[config.mk]
export PLATFORM = sky130hd
export DESIGN_NAME = seq_detector
export DESIGN_NICKNAME = d
export VERILOG_FILES = /design/src/rtl/seq_detector.sv
export SDC_FILE = /design/constraint.sdc
export NUM_CORES = 1
export LEC_CHECK = 0
export CAP_MARGIN = 20
export CORE_MARGIN = 10
export CORE_UTILIZATION = 49
export CTS_CLUSTER_SIZE = 40
export DETAILED_ROUTE_END_ITERATION = 12
export PLACE_DENSITY = 0.76
export REMOVE_ABC_BUFFERS = 1
export SYNTH_ARGS = -nofsm -noshare
export SYNTH_HDL_FRONTEND = slang
export SYNTH_SLANG_ARGS = --single-unit
[constraint.sdc]
create_clock -name clk -period 3.4 [get_ports clk]
set_clock_uncertainty 0.2 [all_clocks]
set_input_delay 0.34 -clock clk [delete_from_list [all_inputs] [get_ports clk]]
set_output_delay 0.34 -clock clk [all_outputs]
set_load 0.005 [all_outputs]
[src/rtl/seq_detector.sv]
// -----------------------------------------------------------------------------
// seq_detector
//   Serial pattern detector. Accepts a 1-bit stream (first bit received lands
//   in the pattern MSB) qualified by din_valid. It pulses match for one cycle
//   when the last DATA_WIDTH accepted bits equal the loadable pattern register,
//   and keeps a saturating match count.
//
//   Optional feature (macro SEQ_DET_PERIOD_EN): measures the number of accepted
//   bits between successive matches (period) and flags period_lock when the
//   last two periods are equal. Without the macro both outputs are tied to 0.
//
// Ports
//   clk          in   rising-edge clock
//   rst_n        in   asynchronous active-low reset
//   din          in   serial data bit
//   din_valid    in   din is accepted on this edge when 1
//   load_pat     in   load pat into the pattern register (wins over din_valid)
//   pat          in   new pattern, MSB = first bit received
//   match        out  one-cycle pulse, registered, after the completing bit
//   match_cnt    out  saturating match count
//   busy_fill    out  1 while fewer than DATA_WIDTH bits are in the history
//   period       out  accepted bits between the last two matches
//   period_lock  out  last two periods equal
// -----------------------------------------------------------------------------
module seq_detector #(
    parameter int unsigned           DATA_WIDTH = 6,
    parameter logic [DATA_WIDTH-1:0] PAT_INIT   = 6'b110011,
    parameter bit                    OVERLAP    = 1'b1,
    parameter int unsigned           CNT_W      = 8,
    parameter int unsigned           PER_W      = 8
) (
    input  logic                  clk,
    input  logic                  rst_n,
    input  logic                  din,
    input  logic                  din_valid,
    input  logic                  load_pat,
    input  logic [DATA_WIDTH-1:0] pat,
    output logic                  match,
    output logic [CNT_W-1:0]      match_cnt,
    output logic                  busy_fill,
    output logic [PER_W-1:0]      period,
    output logic                  period_lock
);

    localparam int unsigned     FW        = $clog2(DATA_WIDTH + 1);
    localparam logic [FW-1:0]   FILL_FULL = FW'(DATA_WIDTH);

    typedef enum logic {
        S_FILL = 1'b0,
        S_HUNT = 1'b1
    } state_t;

    state_t                  r_state, w_state_nxt;
    // Only the newest DATA_WIDTH-1 bits are stored: the incoming bit completes
    // the comparison window, so the oldest bit is never needed afterwards.
    logic [DATA_WIDTH-2:0]   r_hist, w_hist_nxt;
    logic [FW-1:0]           r_fill, w_fill_nxt;
    logic [DATA_WIDTH-1:0]   r_pat, w_pat_nxt;
    logic [CNT_W-1:0]        r_cnt, w_cnt_nxt;
    logic                    r_match, w_match_nxt;

    logic                    w_accept;
    logic [DATA_WIDTH-1:0]   w_hist_sh;
    logic [FW-1:0]           w_fill_inc;
    logic                    w_hit;

    always_comb begin
        w_accept    = din_valid && !load_pat;
        w_hist_sh   = {r_hist, din};
        w_fill_inc  = (r_fill == FILL_FULL) ? r_fill : r_fill + 1'b1;
        w_hit       = w_accept && (w_hist_sh == r_pat) && (w_fill_inc == FILL_FULL);

        w_state_nxt = r_state;
        w_hist_nxt  = r_hist;
        w_fill_nxt  = r_fill;
        w_pat_nxt   = r_pat;
        w_cnt_nxt   = r_cnt;
        w_match_nxt = 1'b0;

        if (load_pat) begin
            w_pat_nxt   = pat;
            w_hist_nxt  = '0;
            w_fill_nxt  = '0;
            w_cnt_nxt   = '0;
            w_state_nxt = S_FILL;
        end else if (w_accept) begin
            w_hist_nxt  = w_hist_sh[DATA_WIDTH-2:0];
            w_fill_nxt  = w_fill_inc;
            w_state_nxt = (w_fill_inc == FILL_FULL) ? S_HUNT : S_FILL;
            if (w_hit) begin
                w_match_nxt = 1'b1;
                if (r_cnt != '1) begin
                    w_cnt_nxt = r_cnt + 1'b1;
                end
                // Non-overlapping mode: require a full window of fresh bits.
                if (!OVERLAP) begin
                    w_fill_nxt  = '0;
                    w_state_nxt = S_FILL;
                end
            end
        end
    end

    always_ff @(posedge clk or negedge rst_n) begin
        if (!rst_n) begin
            r_state <= S_FILL;
            r_hist  <= '0;
            r_fill  <= '0;
            r_pat   <= PAT_INIT;
            r_cnt   <= '0;
            r_match <= 1'b0;
        end else begin
            r_state <= w_state_nxt;
            r_hist  <= w_hist_nxt;
            r_fill  <= w_fill_nxt;
            r_pat   <= w_pat_nxt;
            r_cnt   <= w_cnt_nxt;
            r_match <= w_match_nxt;
        end
    end

    assign match     = r_match;
    assign match_cnt = r_cnt;
    assign busy_fill = (r_state == S_FILL);

`ifdef SEQ_DET_PERIOD_EN
    logic [PER_W-1:0] r_per_cnt, w_per_cnt_nxt;
    logic [PER_W-1:0] r_period, w_period_nxt;
    logic [PER_W-1:0] w_per_new;
    logic             r_lock, w_lock_nxt;
    logic             r_one_match, w_one_match_nxt;

    always_comb begin
        // Accepts since the last match, counting the current bit (saturating).
        w_per_new       = (r_per_cnt == '1) ? r_per_cnt : r_per_cnt + 1'b1;

        w_per_cnt_nxt   = r_per_cnt;
        w_period_nxt    = r_period;
        w_lock_nxt      = r_lock;
        w_one_match_nxt = r_one_match;

        if (load_pat) begin
            w_per_cnt_nxt   = '0;
            w_period_nxt    = '0;
            w_lock_nxt      = 1'b0;
            w_one_match_nxt = 1'b0;
        end else if (w_hit) begin
            w_period_nxt    = w_per_new;
            w_per_cnt_nxt   = '0;
            w_lock_nxt      = (w_per_new == r_period) && r_one_match;
            w_one_match_nxt = 1'b1;
        end else if (w_accept) begin
            w_per_cnt_nxt   = w_per_new;
        end
    end

    always_ff @(posedge clk or negedge rst_n) begin
        if (!rst_n) begin
            r_per_cnt   <= '0;
            r_period    <= '0;
            r_lock      <= 1'b0;
            r_one_match <= 1'b0;
        end else begin
            r_per_cnt   <= w_per_cnt_nxt;
            r_period    <= w_period_nxt;
            r_lock      <= w_lock_nxt;
            r_one_match <= w_one_match_nxt;
        end
    end

    assign period      = r_period;
    assign period_lock = r_lock;
`else
    assign period      = '0;
    assign period_lock = 1'b0;
`endif

endmodule
==> summary.txt, run 1 <==
Netlist Area Pre-Place = 1328 um2
PD cells = 330.7 nW/um2
Critical Path Fanout Max = 13
Cells after Synth = 127
die area = 5191 um2
Num CTS Buffers = 3
DR vias = 971
crit-path cells = inv_1 > ha_1 > or3b_1 > a311oi_2 > nand4_2 > and2b_1 > mux2_2
CTS H-tree lvls = 1
first-pass GRT wire length = 4.436 mm
Hold Crit Class = in2async
Worst VDD drop = 0.2763 mV
setup bufs post-CTS = 0
die height = 72.05 um
CP Class = reg2reg
nature of the critical path startpoint = flop
Sink Count = 24
critical path data required time = 3.41 ns
area of the multi-input gates = 643.1 um2
Largest delay share family, worst path = simple AND/OR/NAND/NOR gates
DRT iter0 DRCs = 30
clk_lat worst skew = 0.32 ns
Synth cell types = 35
largest net degree at the start of global routing = 26
Main synth FF type = dfrtp_1
Seq cells post-synth = 24
drt first pass iters = 4
fillers = 218
final antenna diode count = 0
critical path data arrival time = 2.87 ns
I/O Buffers = 20
GRT Util Overall = 10.11%
final worst path period share = 84.09%
nets = 163
HPWL Detailed = 1.939 mm
Hold Slack = 0.3460 ns
GRT overflow = 0
Post-DP Area = 1524 um2
Mean Syn Cell Area = 10.45 um2
RSZ-0062 raised after global routing = false
final hold viol count = 0
Vias/cell = 5.455
critical path's slowest cell = dfrtp_1
post-layout instance area = 1550 um2
share of layout cells above drive strength 1 = 13.51%
vias in the first global route = 1020
Synth warnings = 0
Pleak = 0.7204 nW
Tightest Pin Transition = 0.9804 ns
post_cts resized = 0
Wirelength per Cell = 14.03 um
# DRC = 0
Root Buffer = clkbuf_4
CTS tree = yes
Area Growth Syn to Fin = 16.78%
I/O pins = 30
final WL = 2.498 mm
Clock transition at path regs = 0.13 ns
FF/Latch Area = 605.6 um2
Detail Route Antenna Nets = 0
CTS Buffer Depth = 2
max cap viols = 0
Worst Path Buf+Inv = 1
Tmin final = 2.859 ns
sequential-to-total area share from yosys stat = 45.62%
# hold bufs at CTS = 0
ys async rst share = 100.0%
area of the core = 2522 um2
GP Congestion = 0.7467
Final setup viols = 0
fmax = 349.8 MHz
setup TNS = 0 ns
Slew Limit Fails = 0
initial antenna violation count = 0
EDFF count, synth = 0
Die Wd = 72.05 um
Placement Rows = 18
CP max stage delay = 0.46 ns
Setup crit end kind = flop
slew margin rel. = 34.43%
Initial Utilization = 52.63%
status = completed
## sequential cells by signal, summed over array words and instances (netlist names)
name,count
match,1
match_cnt,8
r_fill,3
r_hist,5
r_pat,6
r_state,1
## cells in the final DEF, fill, tap and decap left out
cell type        instances
nand3_1                  6
ha_1                     3
or3_1                    3
nor2b_1                  2
nor3_1                   2
dfrtp_1                 20
nand2_1                  6
clkdlybuf4s50_1         20
o21ai_0                  7
mux2i_1                  7
or3b_1                   1
inv_1                    4
nand3b_1                 3
mux2_2                   7
nor2_1                   9
o211ai_1                 1
a21oi_1                  4
a311oi_2                 1
buf_4                    3
and2b_1                  1
nor4_1                   1
clkbuf_4                 3
clkbuf_1                 1
nand2b_1                 2
and4b_1                  1
a21boi_0                 1
nor4_4                   1
xor2_1                   7
dfstp_2                  4
conb_1                   9
and3_1                   4
nand4_1                  1
or4_1                    1
xnor2_1                  1
nand4_2                  1
## report_power, final
| part | internal, mW | leakage, nW | switching [mW] |
|---|---|---|---|
| clock network | 0.0459 | 0.0150 | 0.0839 |
| logic | 0.0349 | 0.391 | 0.0380 |
| registers | 0.300 | 0.314 | 0.00962 |
| total | 0.381 | 0.720 | 0.132 |
## per-layer routing
layer | track usage (%) | wire length [um]
met5 | 0 | 0
met1 | 11.49 | 1077
met4 | 4.301 | 23
met2 | 17.35 | 1261
met3 | 2.721 | 135
## worst paths after layout
check / startpoint / end / slack [ns] / cells past startpoint
max: r_fill[0] / match_cnt[3] / 0.54 / 7
min: rst_n / match_cnt[1] / 0.35 / 1
max reg2reg: r_fill[0] / match_cnt[3] / 0.54 / 7
min reg2reg: r_pat[3] / r_pat[3] / 0.36 / 1
max in group asynchronous: rst_n / r_pat[0] / 1.96 / 2
min in group clk: r_pat[3] / r_pat[3] / 0.36 / 1
## logic make-up after synthesis
kind of cell    share of synthesized area (%)
mux                                     11.22
xor+xnor                                5.278
other cells                            0.2825
fa+ha+maj                               2.828
buf+inv                                 8.199
flops                                   45.62
compound gates                          6.409
simple gates                            20.17
## area by class of cell
cell class / count / share of cell area (%)
well taps: 30 / 2.421
flip-flops and latches: 24 / 39.06
multi-input cells: 93 / 41.48
inverters: 4 / 0.9685
repair buffers: 23 / 14.37
clock buffers: 4 / 1.695
## cell usage after synthesis (all sizes together) (3+ instances only)
master,n,share of area [%]
or3,3,1.4
o21ai,7,2.6
nor2,9,2.5
xor2,7,4.6
mux2,7,5.9
ha,3,2.8
a21oi,4,1.5
mux2i,7,5.3
buf,11,6.2
inv,4,1.1
nand2,6,1.7
clkbuf,3,0.85
nand3,6,2.3
nand3b,3,1.7
and3,4,1.9
dfstp,4,7.9
dfrtp,20,38
## per-stage QoR
stage	total power, mW	util [%]	setup slack (ns)	instances
2_1_floorplan	0.3532	-	0.7874	121
3_3_place_gp	0.3852	60.42	0.6773	174
3_5_place_dp	0.3885	60.42	0.5646	174
4_1_cts	0.5198	61.46	0.5471	178
5_1_grt	0.5383	61.46	0.3222	178
6_report	0.5126	61.46	0.5409	178
Power figures use the tool's default switching activity.
==> inputs of run 2 (changes only) <==
==> constraint.sdc (replaced) <==
create_clock -name clk -period 2.8 [get_ports clk]
set_clock_uncertainty 0.2 [all_clocks]
set_input_delay 0.28 -clock clk [delete_from_list [all_inputs] [get_ports clk]]
set_output_delay 0.28 -clock clk [all_outputs]
set_load 0.005 [all_outputs]
==> run 2 against run 1 <==
  * Design area increased by 2.3%
  * Setup slack got worse by 0.41 ns
  * Via count decreased by 2.6%
  * Final cell count increased by 1.1%
  * Non-clock buffer count increased by 2
  * Die area unchanged
  * Clock power increased by 22%
  * Maximum frequency increased by 7.1%
  * Global-route usage increased by 0.60 points
  * Critical path type unchanged
  * Critical endpoint unchanged
  * Largest power group unchanged
  * Highest routed layer unchanged
==> summary.txt, run 2 (synthesis results as in run 1) <==
GRT Util Overall = 10.71% (was 10.11%)
DRT iter0 DRCs = 33 (was 30)
crit-path cells = inv_1 > ha_1 > or3b_1 > a311oi_4 > nand4_4 > and2b_1 > mux2_2 (was inv_1 > ha_1 > or3b_1 > a311oi_2 > nand4_2 > and2b_1 > mux2_2)
WL met3 = 137 um (was 135 um)
Slew Limit Fails = 0 (unchanged)
nature of the critical path startpoint = flop (unchanged)
fmax = 374.6 MHz (was 349.8 MHz)
die height = 72.05 um (unchanged)
critical path data required time = 2.82 ns (was 3.41 ns)
highest-count cells in the layout ignoring fill and taps = clkdlybuf4s50_1 (20), dfrtp_1 (19), nor2_1 (9), conb_1 (9) (was clkdlybuf4s50_1 (20), dfrtp_1 (20), nor2_1 (9), conb_1 (9))
# hold bufs at CTS = 0 (unchanged)
CTS H-tree lvls = 1 (unchanged)
final antenna diode count = 0 (unchanged)
max cap viols = 0 (unchanged)
max layer used = met4 (unchanged)
R2R depth = 7 (unchanged)
Sink Count = 24 (unchanged)
CTS Buffer Depth = 2 (unchanged)
initial antenna violation count = 0 (unchanged)
Wirelength per Cell = 14.48 um (was 14.03 um)
total power = 631.8 uW (was 512.6 uW)
setup TNS = 0 ns (unchanged)
# DRC = 0 (unchanged)
Initial Utilization = 52.63% (unchanged)
GRT overflow = 0 (unchanged)
Tightest Pin Transition = 0.5542 ns (was 0.9804 ns)
final WL = 2.606 mm (was 2.498 mm)
status = completed (unchanged)
Vias/cell = 5.256 (was 5.455)
nets = 165 (was 163)
R2R setup slack = 0.13 ns (was 0.54 ns)
RR Endpoint = match_cnt[3] (unchanged)
CTS tree = yes (unchanged)
fillers = 217 (was 218)
final hold viol count = 0 (unchanged)
Critical Path Start = r_fill[0] (unchanged)
share of layout cells above drive strength 1 = 15.33% (was 13.51%)
clk_lat worst skew = 0.32 ns (about the same)
Setup crit end kind = flop (unchanged)
commonest non-fill, non-tap cell in the layout = clkdlybuf4s50_1
Root Buffer = clkbuf_4 (unchanged)
DR vias = 946 (was 971)
Die Wd = 72.05 um (unchanged)
Critical Path Fanout Max = 13 (unchanged)
crit path to = match_cnt[3] (unchanged)
Num CTS Buffers = 3 (unchanged)
CP Class = reg2reg (unchanged)
die area = 5191 um2 (unchanged)
first-pass GRT wire length = 4.533 mm (was 4.436 mm)
vias in the first global route = 1010 (was 1020)
Clock transition at path regs = 0.13 ns (about the same)
Hold Crit Class = in2async (unchanged)
CP max stage delay = 0.45 ns (was 0.46 ns)
Area Growth Syn to Fin = 19.51% (was 16.78%)
slew margin rel. = 62.77% (was 34.43%)
largest net degree at the start of global routing = 26 (unchanged)
I/O pins = 30 (unchanged)
Worst VDD drop = 0.3409 mV (was 0.2763 mV)
wire length on met1 = 1.112 mm (was 1.077 mm)
GP Congestion = 0.7989 (was 0.7467)
drt first pass iters = 4 (unchanged)
total length of routed met2 wires = 1.305 mm (was 1.261 mm)
Detail Route Antenna Nets = 0 (unchanged)
I/O Buffers = 20 (unchanged)
critical path data arrival time = 2.69 ns (was 2.87 ns)
critical path's slowest cell = or3b_1 (was dfrtp_1)
PD cells = 398.2 nW/um2 (was 330.7 nW/um2)
area of the core = 2522 um2 (unchanged)
RSZ-0062 raised after global routing = false (unchanged)
HPWL Detailed = 1.999 mm (was 1.939 mm)
worst r2r src = r_fill[0] (unchanged)
Tmin final = 2.670 ns (was 2.859 ns)
Placement Rows = 18 (unchanged)
final worst path period share = 95.35% (was 84.09%)
Largest register FFs = 8 (unchanged)
Pleak = 0.7234 nW (was 0.7204 nW)
Final setup viols = 0 (unchanged)
run 2: timing repair:
action,in CTS,in global routing
setup endpoints to repair,0,4
buffers inserted,0,1
resized for setup,0,3
run 2: final cells by class:
type | count | area, um2 | share of cell area [%]
Clock buffer | 4 | 26.28 | 1.656
Inverter | 4 | 15.01 | 0.9464
Multi-Input combinational cell | 93 | 663.1 | 41.80
Sequential cell | 24 | 606.8 | 38.25
Tap cell | 30 | 37.54 | 2.366
Timing Repair Buffer | 25 | 237.7 | 14.98
run 2: metrics by stage:
stage / cells / hold slack (ns) / utilization, % / cell area [um2] / setup WS, ns
6_report: 180 / 0.09430 / 62.90 / 1587 / 0.1303
3_5_place_dp: 175 / 0.3234 / 60.71 / 1531 / 0.04322
3_3_place_gp: 175 / 0.3101 / 60.71 / 1531 / 0.1470
4_1_cts: 179 / 0.09832 / 61.76 / 1558 / 0.008658
2_1_floorplan: 121 / -0.2156 / - / 1264 / 0.1874
5_1_grt: 180 / 0.1380 / 62.90 / 1587 / 0.01958
run 2: where the power goes:
part,internal (mW),switching [mW]
Sequential,0.365,0.0113
Combinational,0.0464,0.0506
Clock,0.0559,0.103
Total,0.467,0.165
run 2: how the worst min path moves through the flow:
stage	start	end	slack, ns	cells past startpoint
after floorplan	rst_n	match	-0.22	0
after global placement	r_state	r_state	0.31	2
after detailed placement	r_pat[3]	r_pat[3]	0.32	1
after CTS	rst_n	r_pat[2]	0.1	2
after global routing	rst_n	match_cnt[4]	0.14	2
final	rst_n	r_pat[2]	0.09	2
run 2: critical path, delay by kind of cell (launching register included):
family	cells	cell delay, ns
AOI/OAI and AO/OA	1	0.37
adders and majority gates	1	0.23
buffers and inverters	1	0.08
DFF	1	0.43
muxes	1	0.32
and+or+nand+nor	3	0.94
run 2: layer usage:
layer / up-vias / global-route usage (%)
li1: 466 / -
met1: 454 / 11.46
met2: 21 / 18.73
met3: 5 / 3.265
met4: 0 / 5.161
met5: - / 0
==> inputs of run 3 (changes only) <==
--- a/config.mk
+++ b/config.mk
@@ -7,10 +7,11 @@
 export LEC_CHECK = 0
 export CAP_MARGIN = 20
 export CORE_MARGIN = 10
-export CORE_UTILIZATION = 49
-export CTS_CLUSTER_SIZE = 40
+export CORE_UTILIZATION = 50
+export CTS_BUF_LIST = sky130_fd_sc_hd__clkbuf_8
+export CTS_CLUSTER_SIZE = 24
 export DETAILED_ROUTE_END_ITERATION = 12
-export PLACE_DENSITY = 0.76
+export PLACE_DENSITY = 0.78
 export REMOVE_ABC_BUFFERS = 1
 export SYNTH_ARGS = -nofsm -noshare
 export SYNTH_HDL_FRONTEND = slang
==> constraint.sdc (replaced) <==
create_clock -name clk -period 2.7 [get_ports clk]
set_clock_uncertainty 0.2 [all_clocks]
set_input_delay 0.27 -clock clk [delete_from_list [all_inputs] [get_ports clk]]
set_output_delay 0.27 -clock clk [all_outputs]
set_load 0.005 [all_outputs]
==> run 3 against run 2 <==
  * Flip-flop and latch count did not move
  * Largest cell class unchanged
  * Largest power group unchanged
  * Die area down 1.5%
  * Total power rose by 12%
  * Setup slack worse by 0.055 ns
  * Design area up 2.9%
  * Count of clock-buffer cells in the layout down 1
  * Utilization up 2.4 points
  * Final cell count is 2.8% higher
  * Maximum frequency is 1.7% higher
  * Critical path depth unchanged
  * Clock power increased by 36%
  * Sequential share of layout area is 1.1 points lower
==> summary.txt, run 3 (synthesis results as in run 1) <==
status = completed (unchanged)
largest net degree at the start of global routing = 26 (unchanged)
clk_lat worst skew = 0.27 ns (was 0.32 ns)
Tightest Pin Transition = 0.5080 ns (was 0.5542 ns)
Final Non-Filler Cells = 185 (was 180)
Final Core Density = 65.32% (was 62.90%)
Sink Count = 24 (unchanged)
PD cells = 433.5 nW/um2 (was 398.2 nW/um2)
post-layout instance area = 1633 um2 (was 1587 um2)
CTS tree = yes (unchanged)
GRT Util Overall = 10.68% (was 10.71%)
DRT iter0 DRCs = 48 (was 33)
critical path data required time = 2.66 ns (was 2.82 ns)
DR vias = 981 (was 946)
initial antenna violation count = 0 (unchanged)
Wirelength per Cell = 14.37 um (was 14.48 um)
Pleak = 0.7540 nW (was 0.7234 nW)
placed cell count = 177 (was 175)
HPWL Detailed = 1.982 mm (was 1.999 mm)
Slew Limit Fails = 0 (unchanged)
setup TNS = 0 ns (unchanged)
final antenna diode count = 0 (unchanged)
# DRC = 0 (unchanged)
R2R setup slack = 0.08 ns (was 0.13 ns)
share of layout cells above drive strength 1 = 17.42% (was 15.33%)
Setup crit end kind = flop (unchanged)
fillers = 195 (was 217)
Hold Crit Class = in2async (unchanged)
CTS H-tree lvls = 1 (unchanged)
critical path data arrival time = 2.59 ns (was 2.69 ns)
Final setup viols = 0 (unchanged)
vias in the first global route = 1013 (was 1010)
Placement Rows = 18 (unchanged)
die area = 5116 um2 (was 5191 um2)
Post-DP Area = 1546 um2 (was 1531 um2)
fmax = 381.0 MHz (was 374.6 MHz)
nature of the critical path startpoint = flop (unchanged)
nets = 170 (was 165)
Tmin final = 2.625 ns (was 2.670 ns)
Worst VDD drop = 0.4777 mV (was 0.3409 mV)
worst r2r src = r_fill[0] (unchanged)
first-pass GRT wire length = 4.422 mm (was 4.533 mm)
Hold Slack = 0.1446 ns (was 0.09430 ns)
final worst path period share = 97.21% (was 95.35%)
Clock transition at path regs = 0.09 ns (was 0.13 ns)
Vias/cell = 5.303 (was 5.256)
Root Buffer = clkbuf_8 (was clkbuf_4)
GRT overflow = 0 (unchanged)
Die Wd = 71.53 um (was 72.05 um)
R2R depth = 7 (unchanged)
Num CTS Buffers = 3 (unchanged)
GP Congestion = 0.8634 (was 0.7989)
die height = 71.53 um (was 72.05 um)
drt first pass iters = 4 (unchanged)
highest-count cells in the layout ignoring fill and taps = clkdlybuf4s50_1 (20), dfrtp_1 (19), nor2_1 (9), conb_1 (9), buf_4 (9) (was clkdlybuf4s50_1 (20), dfrtp_1 (19), nor2_1 (9), conb_1 (9))
final WL = 2.659 mm (was 2.606 mm)
dpl ws = 0.009067 ns (was 0.04322 ns)
RR Endpoint = match_cnt[3] (unchanged)
Area Growth Syn to Fin = 23.00% (was 19.51%)
slew margin rel. = 65.88% (was 62.77%)
area of the core = 2500 um2 (was 2522 um2)
Largest register FFs = 8 (unchanged)
final hold viol count = 0 (unchanged)
slack of the critical path = 0.07524 ns (was 0.1303 ns)
Initial Utilization = 53.10% (was 52.63%)
CTS Buffer Depth = 2 (unchanged)
commonest non-fill, non-tap cell in the layout = clkdlybuf4s50_1 (unchanged)
CP Class = reg2reg (unchanged)
I/O pins = 30 (unchanged)
max cap viols = 0 (unchanged)
I/O Buffers = 20 (unchanged)
Critical Path Fanout Max = 5 (was 13)
total power = 707.8 uW (was 631.8 uW)
Detail Route Antenna Nets = 0 (unchanged)
-- run 3: area by class of cell --
class	instances	area, um2	share of cell area (%)
Clock inverter	1	3.754	0.2299
Multi-Input combinational cell	94	660.6	40.46
Sequential cell	24	606.8	37.16
Timing Repair Buffer	29	267.8	16.40
Inverter	4	15.01	0.9195
Tap cell	30	37.54	2.299
Clock buffer	3	41.29	2.529
-- run 3: worst max-delay path by stage --
stage | from | endpoint | slack (ns) | cells after the start
2_1_floorplan | r_fill[0] | match_cnt[3] | 0.09 | 7
3_3_place_gp | r_fill[0] | match_cnt[3] | 0.12 | 7
3_5_place_dp | r_fill[0] | match_cnt[3] | 0.009 | 7
4_1_cts | r_fill[0] | match_cnt[3] | 0.005 | 7
5_1_grt | r_fill[0] | match_cnt[3] | -0.01 | 7
6_report | r_fill[0] | match_cnt[3] | 0.08 | 7
-- run 3: metal layers --
metal | GRT usage [%] | wire (um) | vias up
li1 | - | - | 482
met1 | 11.31 | 1124 | 469
met2 | 17.65 | 1275 | 26
met3 | 4.821 | 207 | 4
met4 | 5.161 | 51 | 0
met5 | 0 | 0 | -
-- run 3: timing repair --
item	in CTS	in global routing
gates resized for setup	0	2
endpoints found under the setup margin	0	5
setup buffers	0	3
hold buffers	0	0
-- run 3: worst max-delay path, stage by stage, from the launching register on --
cell	delay, ns
dfrtp_2	0.42
inv_1	0.09
ha_1	0.24
or3b_1	0.45
a311oi_4	0.33
nand4_2	0.21
and2b_1	0.25
mux2_2	0.32
-- run 3: power breakdown --
part | internal (mW) | switching, mW | total [mW]
registers | 0.378 | 0.0124 | 0.391
clock network | 0.102 | 0.114 | 0.215
logic | 0.0493 | 0.0524 | 0.102
